<file path="src/rtl/pico_mips_mc.sv">
`default_nettype none
// pico_mips_mc -- single-cycle pico MIPS core with IN/OUT valid-ready handshakes, rev 1.0.
// MULI (signed Q1.(N-1) multiply) is present only when PICO_MIPS_MC_MULT_EN is defined.
module pico_mips_mc #(
  parameter  int N     = 8,
  parameter  int NREGS = 8,
  parameter  int PA    = 6,
  localparam int RA    = $clog2(NREGS),
  localparam int IW    = 4 + 2*RA + N
) (
  input  logic          clk,
  input  logic          n_reset,
  output logic [PA-1:0] prog_addr,
  input  logic [IW-1:0] prog_data,
  input  logic [N-1:0]  in_data,
  input  logic          in_valid,
  output logic          in_ready,
  output logic [N-1:0]  out_data,
  output logic          out_valid,
  input  logic          out_ready,
  output logic          halted
);

  typedef enum logic [0:0] {S_RUN = 1'b0, S_HALTED = 1'b1} state_t;

  localparam logic [3:0] OP_ADD  = 4'd1;
  localparam logic [3:0] OP_ADDI = 4'd2;
  localparam logic [3:0] OP_SUB  = 4'd3;
  localparam logic [3:0] OP_SUBI = 4'd4;
`ifdef PICO_MIPS_MC_MULT_EN
  localparam logic [3:0] OP_MULI = 4'd5;
`endif
  localparam logic [3:0] OP_BEQ  = 4'd6;
  localparam logic [3:0] OP_BNE  = 4'd7;
  localparam logic [3:0] OP_IN   = 4'd8;
  localparam logic [3:0] OP_OUT  = 4'd9;
  localparam logic [3:0] OP_HALT = 4'd15;

  state_t        state_q, state_d;
  logic [PA-1:0] pc_q, pc_d;
  logic          zf_q, zf_d;
  logic [N-1:0]  out_data_q, out_data_d;
  logic          out_valid_q, out_valid_d;
  logic [N-1:0]  regs_q [NREGS];

  logic [3:0]    op;
  logic [RA-1:0] rd, rs;
  logic [N-1:0]  imm, rd_val, rs_val, alu_res, wr_data;
  logic          alu_op, wr_en, in_ready_c;
  logic [PA-1:0] pc_inc, pc_br;

  assign op     = prog_data[IW-1 -: 4];
  assign rd     = prog_data[IW-5 -: RA];
  assign rs     = prog_data[IW-5-RA -: RA];
  assign imm    = prog_data[N-1:0];
  assign rd_val = (rd == '0) ? '0 : regs_q[rd];
  assign rs_val = (rs == '0) ? '0 : regs_q[rs];
  assign pc_inc = pc_q + PA'(1);
  // Sign extension of the offset is a no-op once the sum wraps at PA bits.
  assign pc_br  = pc_q + imm[PA-1:0];

`ifdef PICO_MIPS_MC_MULT_EN
  logic signed [2*N-1:0] prod;
  assign prod = $signed(rd_val) * $signed(imm);
`endif

  always_comb begin
    alu_op  = 1'b1;
    alu_res = '0;
    case (op)
      OP_ADD:  alu_res = rd_val + rs_val;
      OP_ADDI: alu_res = rd_val + imm;
      OP_SUB:  alu_res = rd_val - rs_val;
      OP_SUBI: alu_res = rd_val - imm;
`ifdef PICO_MIPS_MC_MULT_EN
      OP_MULI: alu_res = prod[2*N-2:N-1];
`endif
      default: alu_op = 1'b0;
    endcase
  end

  always_comb begin
    state_d     = state_q;
    pc_d        = pc_q;
    zf_d        = zf_q;
    out_data_d  = out_data_q;
    out_valid_d = out_valid_q & ~out_ready;
    wr_en       = 1'b0;
    wr_data     = alu_res;
    in_ready_c  = 1'b0;
    if (state_q == S_RUN) begin
      pc_d = pc_inc;
      if (alu_op) begin
        wr_en = 1'b1;
        zf_d  = (alu_res == '0);
      end else begin
        case (op)
          OP_BEQ: if (zf_q)  pc_d = pc_br;
          OP_BNE: if (!zf_q) pc_d = pc_br;
          OP_IN: begin
            in_ready_c = 1'b1;
            if (in_valid) begin
              wr_en   = 1'b1;
              wr_data = in_data;
            end else begin
              pc_d = pc_q;
            end
          end
          OP_OUT: begin
            if (!out_valid_q || out_ready) begin
              out_data_d  = rs_val;
              out_valid_d = 1'b1;
            end else begin
              pc_d = pc_q;
            end
          end
          OP_HALT: begin
            state_d = S_HALTED;
            pc_d    = pc_q;
          end
          default: ;
        endcase
      end
    end
  end

  always_ff @(posedge clk or negedge n_reset) begin
    if (!n_reset) begin
      state_q     <= S_RUN;
      pc_q        <= '0;
      zf_q        <= 1'b0;
      out_data_q  <= '0;
      out_valid_q <= 1'b0;
      for (int i = 0; i < NREGS; i++) regs_q[i] <= '0;
    end else begin
      state_q     <= state_d;
      pc_q        <= pc_d;
      zf_q        <= zf_d;
      out_data_q  <= out_data_d;
      out_valid_q <= out_valid_d;
      if (wr_en && rd != '0) regs_q[rd] <= wr_data;
    end
  end

  // in_ready must read low the instant reset is asserted, even over an IN opcode.
  assign in_ready  = in_ready_c & n_reset;
  assign prog_addr = pc_q;
  assign out_data  = out_data_q;
  assign out_valid = out_valid_q;
  assign halted    = (state_q == S_HALTED);

endmodule
`default_nettype wire

</file>
<file path="config.mk">
export PLATFORM = sky130hd
export DESIGN_NAME = pico_mips_mc
export DESIGN_NICKNAME = d
export VERILOG_FILES = /design/src/rtl/pico_mips_mc.sv
export SDC_FILE = /design/constraint.sdc
export NUM_CORES = 1
export LEC_CHECK = 0
export BUFFER_PORTS_ARGS = -buffer_cell sky130_fd_sc_hd__buf_2
export CAP_MARGIN = 0
export CORE_MARGIN = 2
export CORE_UTILIZATION = 64
export DETAILED_ROUTE_END_ITERATION = 7
export PLACE_DENSITY = 0.95
export SKIP_CTS_REPAIR_TIMING = 1
export SYNTH_ARGS = -nofsm -noshare
export SYNTH_HDL_FRONTEND = slang
export SYNTH_SLANG_ARGS = --single-unit
export TNS_END_PERCENT = 1
</file>
<file path="constraint.sdc">
create_clock -name clk -period 9.05 [get_ports clk]
set_input_delay 1.3575 -clock clk [delete_from_list [all_inputs] [get_ports clk]]
set_output_delay 1.3575 -clock clk [all_outputs]
set_load 0.05 [all_outputs]
</file>
==> impl_results.md <==
- Top layer in use: met4
- Minimum clock period after layout: around 5.4 ns
- Cell Rows: 31
- WP buf/inv: 2
- Fill cells: roughly 480
- Gpl congestion: 1.04
- P_leak: between 2 and 2.5 nW
- Via count: roughly 4700
- CTS buffer count: 9
- DRC Markers: 0
- Crit. End Element: flop
- Multi-input logic area: roughly 2900 um^2
- CTS tree: yes
- Final HPWL DP: about 9.5 mm
- Tot GR Track Use: 0.331
- RSZ-0062 raised after global routing: no
- Core ar.: around 7300 um^2
- DR WL/cell: a little over 20 um
- Largest net degree at the start of global routing: 75
- DP Area: 5120 um^2
- Worst Setup EP: regs_q[47]
- Worst stage delay on the critical path: between 0.5 and 0.6 ns
- Antenna-violating nets left: 0
- Hold WS: 0.478 ns
- Met3 WL post-DR: 1.50 mm
- Syn nets: between 500 and 600
- Vias in the first global route: approximately 4500
- Area grow syn2layout: 8.33%
- Die area: around 8400 um^2
- Final Net Count: approximately 620
- Largest fanout on the critical path: 28
- Routed length on met1: roughly 5 mm
- Post-Place Worst Slack: 3.46 ns
- Post-synth EDFFs: 0
- Max-Slew Margin vs Limit: 0.309
- Hold Crit Class: flop to flop
- Worst vdd ir: 96.7 uV
- Slowest cell on crit path: buf_2
- Initial core utilization: 0.668
- Critical path class: input port to flop
- First-iteration detailed-routing DRC count: 600
- Final setup violation count: 0
- Hold Vio Cnt, Final: 0
- Sink Count: 73
- Port Buffers: 46
- Routed length on met2: 6.49 mm
- I/O Pins: 47
- Clock Latency Late Sink: 0.37 ns
- Final setup margin: between 3 and 4 ns
- Yosys cell types: 66
- Reg-to-reg critical path startpoint: regs_q[41]
- Clock-pin slew on the worst setup and hold paths: ~0.070 ns
- Status: finished clean
- Width of the die: between 90 and 100 um
- Asr flop ratio synth: 1.00
- Placed Instances: roughly 660
- Buffer depth of the longest clock path: 2
- Crit path from: prog_data[8]
- First-pass DRT Iterations: 6
- TNS Setup: 0 ns
- Cell Pwr Density: 249 nW/um^2
- WP depth: 16
- Final Skew: about 0.012 ns
- Worst EP required: ~9.3 ns
- Design Area, Final: 5310 um^2
- Synth Register Bits: 73
- Main flop type after synthesis: dfrtp_1
- Layout cell share with drive strength beyond 1: 0.162
- Worst reg2reg path endpoint: regs_q[47]
- Slew at the pin closest to its max-slew limit: just over 1 ns
- Register area share after synthesis: 0.373
- WL final: between 10 and 15 mm
- Fmax achieved: 0.184 GHz
- Antenna cell count: 0
- CTS root buf: clkbuf_8
- Yosys Warn Count: 0
- Max-slew violations: 0
- Initial antenna violation count: 0
- Critical Path Source Type: input port
- Synthesized cell area: around 5000 um^2
- R2r worst-path depth: 15
- CP cell instances: buf_2 -> mux2_4 -> a221oi_2 -> or2_1 -> ha_1 -> inv_1 -> nor2_1 -> xnor2_1 -> a211oi_1 -> ha_1 -> nor2b_1 -> a311oi_1 -> a21oi_1 -> xnor2_2 -> xnor2_2 -> a31oi_1
- Syn Inst Count: 543
- Non-filler cells in the finished layout: 672
- Global-route wire length before repair: 21.8 mm
- Sequential cell area: 1830 um^2
- Total grt overflow: 0
- Delay-heaviest family, CP: compound AO/OA/AOI/OAI gates
- Max_cap viols: 0
- DR vias/cell: slightly below 7
- Chip Height: slightly above 90 um
- Htree depth: 3
- Tcrit/Tclk final: 0.599
- Reg2Reg Setup Slack: between 4 and 5 ns
- Mapped Avg Cell Area: 9.02 um^2
- Critical path data arrival time: 5.62 ns
## synthesized netlist by cell type, types with 4 or more instances
master | instances | share of area
a21o_1 | 4 | 0.0061
a21oi_1 | 49 | 0.050
a221o_1 | 7 | 0.014
a22oi_1 | 13 | 0.020
a31oi_1 | 5 | 0.0064
clkbuf_1 | 26 | 0.020
dfrtp_1 | 73 | 0.37
ha_1 | 16 | 0.041
inv_1 | 7 | 0.0054
mux2_1 | 5 | 0.011
mux2_2 | 16 | 0.037
mux2i_1 | 24 | 0.049
mux4_2 | 7 | 0.032
nand2_1 | 65 | 0.050
nand2b_1 | 6 | 0.0077
nand3_1 | 7 | 0.0072
nand3b_1 | 5 | 0.0077
nor2_1 | 55 | 0.042
nor2b_1 | 9 | 0.011
nor3_1 | 6 | 0.0061
o21ai_0 | 34 | 0.035
o21ai_1 | 25 | 0.026
xnor2_1 | 13 | 0.023
xor2_1 | 4 | 0.0072
## state kept, by name (all words and copies together), names as in the netlist
register and cells:
halted 1, out_data 8, out_valid 1, prog_addr 6
regs_q 56, zf_q 1
## worst register-to-register path, stage by stage (launching register included)
cell and delay [ns]:
dfrtp_1 0.42, mux2_4 0.29, a221oi_2 0.25, or2_1 0.23
ha_1 0.21, inv_1 0.08, nor2_1 0.15, xnor2_1 0.09
a211oi_1 0.37, ha_1 0.37, nor2b_1 0.18, a311oi_1 0.42
a21oi_1 0.18, xnor2_2 0.19, xnor2_2 0.42, a31oi_1 0.16
## through the flow
| step | power [mW] | utilization |
|---|---|---|
| 3_5_place_dp | 1.05 | 0.699 |
| 2_1_floorplan | 0.899 | - |
| 3_3_place_gp | 1.01 | 0.699 |
| 4_1_cts | 1.30 | 0.724 |
| 5_1_grt | 1.39 | 0.724 |
| 6_report | 1.32 | 0.724 |
## routing by layer
| layer | GRT usage | vias to the layer above |
|---|---|---|
| li1 | - | 2021 |
| met1 | 0.379 | 2164 |
| met2 | 0.544 | 380 |
| met3 | 0.105 | 101 |
| met4 | 0.189 | 0 |
| met5 | 0 | - |
## placed cells by master (no fill, tap or decap), drive strengths merged, types with 9 or more instances in the layout
cell	n
dfrtp	73
nand2	66
o21ai	59
nor2	55
a21oi	49
buf	49
mux2i	24
mux2	22
ha	16
xnor2	15
a22oi	13
clkbuf	11
nor2b	9
## logic make-up (layout without fill, tap and decap cells)
family	Yosys count	count (layout)	share of synthesized area
buffers and inverters	42	72	0.0381
XOR/XNOR	19	19	0.0370
flip-flops	73	73	0.373
AO/OA/AOI/OAI	161	161	0.200
adder cells (fa/ha/maj)	18	18	0.0490
AND/OR/NAND/NOR	177	177	0.170
multiplexers	53	53	0.133
## worst min-delay path by stage
stage | start | slack [ns] | to | depth (start not counted)
2_1_floorplan | regs_q[9] | 0.46 | regs_q[9] | 2
3_3_place_gp | prog_addr[5] | 0.46 | prog_addr[5] | 1
3_5_place_dp | out_data[7] | 0.47 | out_data[7] | 2
4_1_cts | out_data[7] | 0.49 | out_data[7] | 2
5_1_grt | out_data[5] | 0.50 | out_data[5] | 2
6_report | out_data[2] | 0.48 | out_data[2] | 2
## report_power, final
part	total (mW)	switching, mW	internal [mW]
sequential	0.492	0.0840	0.408
combinational	0.574	0.349	0.225
clock	0.254	0.123	0.131
total	1.32	0.555	0.765
## area by class of cell
class / count / area share
clock buffer: 11 / 0.0266
tap: 99 / 0.0233
multi-input combinational: 428 / 0.544
inverter: 9 / 0.00637
sequential: 73 / 0.344
timing repair buffer: 49 / 0.0476
clock inverter: 3 / 0.00802
No activity file was read; power rests on OpenSTA's default activity.
